**src/rtl/if_fetch_unit_if.sv**
```systemverilog
// Instruction-memory handshake bundle for the fetch stage.
//   imem_req    : fetch request (master -> slave)
//   imem_addr   : word-aligned fetch address, valid while imem_req is high
//   imem_gnt    : request accepted this cycle (slave -> master)
//   imem_rvalid : response data valid
//   imem_rdata  : instruction word returned for the accepted request
// master modport is the fetch unit, slave modport is the instruction memory.
interface if_fetch_unit_if;
  logic        imem_req;
  logic [31:0] imem_addr;
  logic        imem_gnt;
  logic        imem_rvalid;
  logic [31:0] imem_rdata;

  modport master (
    output imem_req,
    output imem_addr,
    input  imem_gnt,
    input  imem_rvalid,
    input  imem_rdata
  );

  modport slave (
    input  imem_req,
    input  imem_addr,
    output imem_gnt,
    output imem_rvalid,
    output imem_rdata
  );
endinterface

```
**src/rtl/if_fetch_unit.sv**
```systemverilog
// if_fetch_unit: instruction-fetch stage of the rv32 pipeline.
// Fetches one instruction at a time over a single-outstanding request/grant/
// response handshake and presents it, with its PC and PC+4, to the IF/ID
// register. Honours IF/ID suspend/flush and redirects on branches/jumps/traps.
//
// Ports:
//   cpu_clk, cpu_rst : clock, asynchronous active-high reset
//   suspend          : IF/ID hold; the output slot keeps its contents
//   flush            : kill the instruction currently in the output slot
//   redirect         : load redirect_pc as the next fetch address
//   redirect_pc      : redirect target
//   imem             : instruction-memory handshake (if_fetch_unit_if.master)
//   if_inst/if_pc/if_pc4/if_valid : registered output slot to IF/ID
//   if_misalign      : misaligned-redirect fault flag (IF_MISALIGN_EN only)
//
// Build option IF_MISALIGN_EN: when defined, a misaligned redirect parks the
// unit in a FAULT state and raises if_misalign; when undefined the low two
// target bits are simply forced to zero.
module if_fetch_unit #(
  parameter logic [31:0] RESET_PC = 32'h0000_0000
) (
  input  logic                  cpu_clk,
  input  logic                  cpu_rst,
  input  logic                  suspend,
  input  logic                  flush,
  input  logic                  redirect,
  input  logic [31:0]           redirect_pc,
  if_fetch_unit_if.master       imem,
  output logic [31:0]           if_inst,
  output logic [31:0]           if_pc,
  output logic [31:0]           if_pc4,
  output logic                  if_valid
`ifdef IF_MISALIGN_EN
  ,
  output logic                  if_misalign
`endif
);

  typedef enum logic [1:0] {
    IDLE,
    REQ,
    WAIT
`ifdef IF_MISALIGN_EN
    ,
    FAULT
`endif
  } state_e;

  state_e      state_q;
  logic [31:0] pc_q;
  logic [31:0] inflightPc_q;
  logic        discard_q;
  logic [31:0] inst_q;
  logic [31:0] slotPc_q;
  logic [31:0] slotPc4_q;
  logic        valid_q;
`ifdef IF_MISALIGN_EN
  logic        misalign_q;
  logic        redirMis_d;
`endif

  logic        reqGate_d;
  logic        fire_d;
  logic        pendingResp_d;
  logic [31:0] redirPc_d;

  // A request is only raised when the slot will be free by the time the
  // response lands, so a response never overwrites an unconsumed instruction.
  assign reqGate_d = (state_q == REQ) && !redirect && (!valid_q || !suspend);
  assign fire_d    = reqGate_d && imem.imem_gnt;

  assign imem.imem_req  = reqGate_d;
  assign imem.imem_addr = pc_q;

  // A response is still owed to us after this edge: discard must track it.
  assign pendingResp_d = ((state_q == WAIT) || discard_q) && !imem.imem_rvalid;

`ifdef IF_MISALIGN_EN
  assign redirPc_d  = redirect_pc;
  assign redirMis_d = |redirect_pc[1:0];
`else
  assign redirPc_d  = redirect_pc & ~32'd3;
`endif

  // Single sequential block: fetch FSM, PC, discard flag and output slot.
  always_ff @(posedge cpu_clk or posedge cpu_rst) begin
    if (cpu_rst) begin
      state_q      <= IDLE;
      pc_q         <= RESET_PC;
      inflightPc_q <= 32'd0;
      discard_q    <= 1'b0;
      inst_q       <= 32'd0;
      slotPc_q     <= 32'd0;
      slotPc4_q    <= 32'd0;
      valid_q      <= 1'b0;
`ifdef IF_MISALIGN_EN
      misalign_q   <= 1'b0;
`endif
    end else if (redirect) begin
      pc_q      <= redirPc_d;
      valid_q   <= 1'b0;
      discard_q <= pendingResp_d;
`ifdef IF_MISALIGN_EN
      misalign_q <= redirMis_d;
      if (redirMis_d) begin
        state_q <= FAULT;
      end else begin
        state_q <= pendingResp_d ? WAIT : REQ;
      end
`else
      state_q <= pendingResp_d ? WAIT : REQ;
`endif
    end else begin
      // Output slot: flush beats capture, capture beats release/hold.
      if (flush) begin
        valid_q <= 1'b0;
      end else if ((state_q == WAIT) && imem.imem_rvalid && !discard_q) begin
        inst_q    <= imem.imem_rdata;
        slotPc_q  <= inflightPc_q;
        slotPc4_q <= inflightPc_q + 32'd4;
        valid_q   <= 1'b1;
      end else if (!suspend) begin
        valid_q <= 1'b0;
      end

      case (state_q)
        IDLE: state_q <= REQ;
        REQ: begin
          if (fire_d) begin
            inflightPc_q <= pc_q;
            pc_q         <= pc_q + 32'd4;
            state_q      <= WAIT;
          end
        end
        WAIT: begin
          if (imem.imem_rvalid) begin
            discard_q <= 1'b0;
            state_q   <= REQ;
          end
        end
        default: begin
          // FAULT: absorb a response left over from before the fault.
          if (imem.imem_rvalid) begin
            discard_q <= 1'b0;
          end
        end
      endcase
    end
  end

  assign if_inst  = inst_q;
  assign if_pc    = slotPc_q;
  assign if_pc4   = slotPc4_q;
  assign if_valid = valid_q;
`ifdef IF_MISALIGN_EN
  assign if_misalign = misalign_q;
`endif

endmodule

```
**src/flat_wrapper.sv**
```systemverilog
// flat-port wrapper written by rule: the top's interface ports become plain ports
module if_fetch_unit_flat 
#(
  parameter logic [31:0] RESET_PC = 32'h0000_0000
)
  (cpu_clk, cpu_rst, suspend, flush, redirect, redirect_pc, if_inst, if_pc, if_pc4, if_valid, imem_imem_req, imem_imem_addr, imem_imem_gnt, imem_imem_rvalid, imem_imem_rdata);
  if_fetch_unit_if imem_i ();
  input  logic cpu_clk;
  input  logic cpu_rst;
  input  logic suspend;
  input  logic flush;
  input  logic redirect;
  input  logic [31:0] redirect_pc;
  output logic [31:0] if_inst;
  output logic [31:0] if_pc;
  output logic [31:0] if_pc4;
  output logic if_valid;
  output wire logic [$bits(imem_i.imem_req)-1:0] imem_imem_req;
  output wire logic [$bits(imem_i.imem_addr)-1:0] imem_imem_addr;
  input wire logic [$bits(imem_i.imem_gnt)-1:0] imem_imem_gnt;
  input wire logic [$bits(imem_i.imem_rvalid)-1:0] imem_imem_rvalid;
  input wire logic [$bits(imem_i.imem_rdata)-1:0] imem_imem_rdata;
  assign imem_imem_req = imem_i.imem_req;
  assign imem_imem_addr = imem_i.imem_addr;
  assign imem_i.imem_gnt = imem_imem_gnt;
  assign imem_i.imem_rvalid = imem_imem_rvalid;
  assign imem_i.imem_rdata = imem_imem_rdata;
  if_fetch_unit #(.RESET_PC(RESET_PC)) u_core (.cpu_clk(cpu_clk), .cpu_rst(cpu_rst), .suspend(suspend), .flush(flush), .redirect(redirect), .redirect_pc(redirect_pc), .imem(imem_i), .if_inst(if_inst), .if_pc(if_pc), .if_pc4(if_pc4), .if_valid(if_valid));
endmodule
```
**config.mk**
```make
export PLATFORM = sky130hd
export DESIGN_NAME = if_fetch_unit_flat
export DESIGN_NICKNAME = d
export VERILOG_FILES = /design/src/rtl/if_fetch_unit_if.sv /design/src/rtl/if_fetch_unit.sv /design/src/flat_wrapper.sv
export SDC_FILE = /design/constraint.sdc
export NUM_CORES = 1
export LEC_CHECK = 0
export BUFFER_PORTS_ARGS = -buffer_cell sky130_fd_sc_hd__buf_2
export CORE_AREA = 4 4 129 119
export DETAILED_ROUTE_END_ITERATION = 16
export DIE_AREA = 0 0 133 123
export MAX_ROUTING_LAYER = met4
export PLACE_DENSITY_LB_ADDON = 0.3
export SYNTH_ARGS = -nofsm -noshare
export SYNTH_HDL_FRONTEND = slang
export SYNTH_SLANG_ARGS = --single-unit
```
**constraint.sdc**
```tcl
create_clock -name cpu_clk -period 6.5 [get_ports cpu_clk]
set_input_delay 0.975 -clock cpu_clk [delete_from_list [all_inputs] [get_ports cpu_clk]]
set_output_delay 0.975 -clock cpu_clk [all_outputs]
set_load 0.05 [all_outputs]
```
Word-level counts from Yosys, hierarchy flattened
Index checks and enable logic that the tools add are counted.
{"block": "word_totals", "ff_bits": 164, "latchBits": 0, "mem_bits_rw": 0, "romBits": 0, "output_inout_bits": 130, "elab_cells": 57, "mem_count": 0}
{"block": "op_classes", "add_sub_neg": 2, "n_mul": 0, "n_div": 0, "order_cmp": 0, "eq_ne": 6, "shifts": 0, "muxes": 15, "n_bitwise": 2, "reduce_logical": 24}
{"op": "$mux W32", "n": 3}
{"op": "$add A32 B3 Y32 const B", "n": 2}
{"op": "$reduce_and A3 Y1", "n": 3}
{"op": "$mux W2", "n": 4}
{"op": "$mux W1", "n": 7}
{"op": "$logic_and A1 B1 Y1", "n": 6}
{"op": "$pmux W2 S3", "n": 1}
{"op": "$reduce_bool A2 Y1", "n": 3}
{"op": "$logic_not A1 Y1", "n": 5}
{"op": "$ne A4 B1 Y1 const B", "n": 1}
{"op": "$reduce_and A2 Y1", "n": 2}
{"op": "$reduce_bool A4 Y1", "n": 1}
{"op": "$ne A3 B2 Y1 const B", "n": 1}
{"op": "$ne A3 B3 Y1 const B", "n": 1}
{"op": "$eq A2 B1 Y1 const B", "n": 1}
{"op": "$eq A2 B2 Y1 const B", "n": 1}
{"op": "$logic_not A2 Y1", "n": 1}
{"op": "$logic_or A1 B1 Y1", "n": 2}
{"op": "$ne A2 B1 Y1 const B", "n": 1}
{"op": "$not A1 Y1", "n": 2}
{"op": "$reduce_or A2 Y1", "n": 1}

Depth between registers and ports, before layout
{"block": "depth", "ltp_word": 7, "ltp_mapped": 9, "depth_no_buf": 6}

Least setup slack after synthesis
OpenSTA, ideal clock, no wires.
{"block": "synth_path", "path_kind": "input port to output port", "startpoint": "input redirect", "endpoint": "output imem_imem_req", "arrival_ns": 1.934, "t_required_ns": 5.525, "path_slack_ns": 3.591, "path_stages": 3, "n_path_buf": 0, "cell_sequence": "clkinv_1 nand2_1 a21oi_1"}
{"block": "synth_between", "elab_chain_len": 3}
{"item": "start, declared", "line": "flat_wrapper.sv:12", "source": "input logic redirect;"}
{"item": "$logic_not A1 Y1", "line": "if_fetch_unit.sv:69", "source": "assign reqGate_d = (state_q == REQ) && !redirect && (!valid_q || !suspend);"}
{"item": "$logic_and A1 B1 Y1 (2 in series)", "line": "if_fetch_unit.sv:69"}
{"item": "end, declared", "line": "flat_wrapper.sv:18", "source": "output wire logic [$bits(imem_i.imem_req)-1:0] imem_imem_req;"}
Every way passes these cells.

Final worst setup path
{"block": "layout_path", "startpoint": "input redirect", "endpoint": "register u_core.pc_q[6] (netlist: u_core.imem.imem_addr[6])"}
{"block": "layout_between", "elab_chain_len": 6, "elab_cells_between_ends": 8, "classes_between": "mux: 1; reduce/logical: 7"}
{"item": "$logic_not A1 Y1", "line": "if_fetch_unit.sv:69"}
{"item": "$logic_and A1 B1 Y1 (2 in series)", "line": "if_fetch_unit.sv:69"}
{"item": "$logic_and A1 B1 Y1", "line": "if_fetch_unit.sv:70", "source": "assign fire_d = reqGate_d && imem.imem_gnt;"}
{"item": "$reduce_bool A2 Y1 (no line)"}
{"item": "$reduce_and A2 Y1 (no line)"}
{"item": "end signal, assigned", "line": "if_fetch_unit.sv:100", "source": "pc_q <= redirPc_d;"}
{"item": "end signal, assigned", "line": "if_fetch_unit.sv:131", "source": "pc_q <= pc_q + 32'd4;"}
{"item": "end, declared", "line": "if_fetch_unit.sv:50", "source": "logic [31:0] pc_q;"}
Several ways; a longest one is shown, not always the timed one.
A chain may end at the register's enable or synchronous reset.

==> metrics.yaml <==
status: "completed"
synth-compound-area-share: 0.0904
avgViaCountPerCell: 5.44
synth-async-reset-ratio: 1.00
synthSimpleGateAreaFrac: 0.177
slew_viol_final: 0
place_congestion: 0.828
synthXorXnorAreaFrac: 0.0356
ys_top_cells_by_area: "dfrtp_1 55%, mux2_2 10%, nand2_1 8.1%"
portBuffers: 192
grt_pass1_vias: 5409
worst_slew_pin_slew_ns: 0.931
setup_violations: 0
yosys_warnings: 0
synth_adder_area_share: 0.00878
clk_path_buf_depth: 2
cts_buffers: 17
cts.sink_count: 156
fp.dieW_um: 133
synth_top_family_by_area: "simple AND/OR/NAND/NOR gates"
drtPass1Iterations: 5
htreeDepth: 4
syn_area_sq_mm: 0.00713
timing.final.crit_share: 0.540
hold_viol_final: 0
placed_cell_area_sq_mm: 0.00820
remaining_drc_errors: 0
ios: 201
slew_headroom: 0.380
initial_utilization: 0.513
drt_iter0_markers: 399
via_count: 5762
rsz0062_at_grt: "no"
synth_seq_area_share: 0.548
antenna_found_initial: 0
wire_per_inst_um: 16.6
root_buffer: "clkbuf_16"
die_y_um: 123
synth_seq_cells: 156
cts-resized-gates: 0
fin_setup_tns_ns: 0
syn_inst: 680
utilization: 0.635
grt_pass1_wl_mm: 28.7
hpwl_mm: 12.3
worstPathArrival_ns: 3.79
grt_overflow: 0
cts_tree: "yes"
ir_drop_v: 0.000254
path_class: "input port to flip-flop"
cts_hold_buffers: 0
synth-edff-count: 0
required_ns: 6.78
antenna_cells: 0
cts_setup_buffers: 0
synthMuxAreaShare: 0.107
synth_cell_types: 52
end_kind: "flip-flop"
avgSynthCellArea_sq_um: 10.5
die_area_sq_mm: 0.0164
startpoint_type: "input port"
fin_hold_ws_ns: 0.474
p_leak_nw: 4.49
synth_flop_cell: "dfrtp_1"
core_sq_mm: 0.0139
worst_skew_pair.late_latency_ns: 0.42
grt_usage: 0.227
ant_nets: 0
core.rowCount: 41
max_cap_violations: 0
synth.top_cell.area_share: 0.548
fin_area_sq_mm: 0.00882
hold_class: "flip-flop to flip-flop"
clk_pin_slew_ns: 0.06
grt_max_degree: 84
min_period_ns: 3.51
synth_top_area_cell: "dfrtp_1"
finClkSkew_ns: 0.00601
nets: 934
cp_max_fo: 43
fmax_mhz: 285
area_delta_synth_final_pct: 23.8
wl_mm: 17.6
drive_gt1_frac: 0.340
power_per_cell_area_mw_per_mm2: 497
[cells in the final DEF, fill, tap and decap left out, drive strengths merged, types with 6 or more instances in the layout]
| cell | synthesis | routed |
|---|---|---|
| a21oi | 7 | 7 |
| a221o | 6 | 6 |
| and3 | 9 | 9 |
| and4 | 7 | 7 |
| buf | 18 | 196 |
| clkbuf | 24 | 20 |
| conb | 1 | 6 |
| dfrtp | 156 | 156 |
| inv | 13 | 13 |
| mux2 | 63 | 63 |
| nand2 | 153 | 153 |
| nand3 | 29 | 29 |
| nand4 | 15 | 15 |
| nor2 | 19 | 19 |
| o211ai | 13 | 13 |
| o21ai | 52 | 52 |
| o311ai | 7 | 7 |
| xor2 | 24 | 24 |
[cell families after synthesis]
group | count (synthesis)
mux | 68
xor+xnor | 29
other cells | 1
buf+inv | 56
fa+ha+maj | 5
compound gates | 101
simple gates | 264
flops | 156
[worst paths after layout]
kind | startpoint | cells after the start | end | slack [ns]
hold / removal | u_core.if_pc4[22] | 2 | u_core.if_pc4[22] | 0.47
max in group asynchronous | cpu_rst | 3 | u_core.imem.imem_addr[11] | 4.43
min in group asynchronous | cpu_rst | 2 | u_core.if_pc4[8] | 0.67
setup reg to reg | u_core.state_q[0] | 6 | u_core.if_inst[18] | 3.89
hold reg to reg | u_core.if_pc4[22] | 2 | u_core.if_pc4[22] | 0.47
setup / recovery | redirect | 7 | u_core.imem.imem_addr[6] | 2.99
[stage by stage]
step | std cells | power (mW) | setup slack [ns]
finish | 1060 | 4.39 | 2.99
CTS | 1060 | 4.42 | 3.02
floorplan | 685 | 2.88 | 1.32
global route | 1060 | 4.61 | 2.84
global placement | 1032 | 3.31 | 2.80
detailed placement | 1032 | 3.36 | 2.76
[cells in the mapped netlist (all sizes together), types with 2 or more instances]
master	number
a211o	3
a21oi	7
a221o	6
a22oi	2
a31oi	2
a32oi	2
and2	4
and3	9
and4	7
buf	18
clkbuf	24
dfrtp	156
ha	5
inv	13
mux2	63
mux2i	5
nand2	153
nand2b	3
nand3	29
nand3b	2
nand4	15
nand4b	2
nor2	19
nor3	5
nor4	5
o211ai	13
o21ai	52
o311ai	7
o41ai	2
or3	3
or4	4
xnor2	5
xor2	24
[power breakdown]
part           internal [mW]  total, mW  switching (mW)
sequential              1.30       1.61           0.308
clock                  0.691       1.06           0.365
combinational          0.443       1.72            1.28
[sequential cells by signal, summed over array words and instances, names as in the netlist]
signal / count
u_core.if_inst: 32
u_core.if_pc4: 30
u_core.if_pc: 30
u_core.imem.imem_addr: 30
u_core.inflightPc_q: 30
u_core.state_q: 2
u_core.discard_q: 1
u_core.if_valid: 1
[cell type report]
cell class,instances,area (sq um)
clock buffers,20,457
multi-input cells,473,3010
well taps,193,241
fillers,1159,5080
repair buffers,196,991
inverters,14,57.6
flip-flops and latches,156,3900
clock inverters,8,168
[layer usage]
metal / part of all wire / global-route usage / vias to the layer above
met5: 0 / - / -
met4: 0.020 / 0.0792 / 0
met3: 0.077 / 0.0464 / 31
met2: 0.43 / 0.319 / 278
met1: 0.47 / 0.329 / 2715
li1: - / - / 2738
[worst max-delay path, cell delays in order]
cell and delay (ns):
buf_2 0.57, clkinv_1 0.50, and4_1 0.28, buf_4 0.26, nor2_2 0.71, o21ai_0 0.29
o311ai_0 0.17
Power figures use the tool's default switching activity.
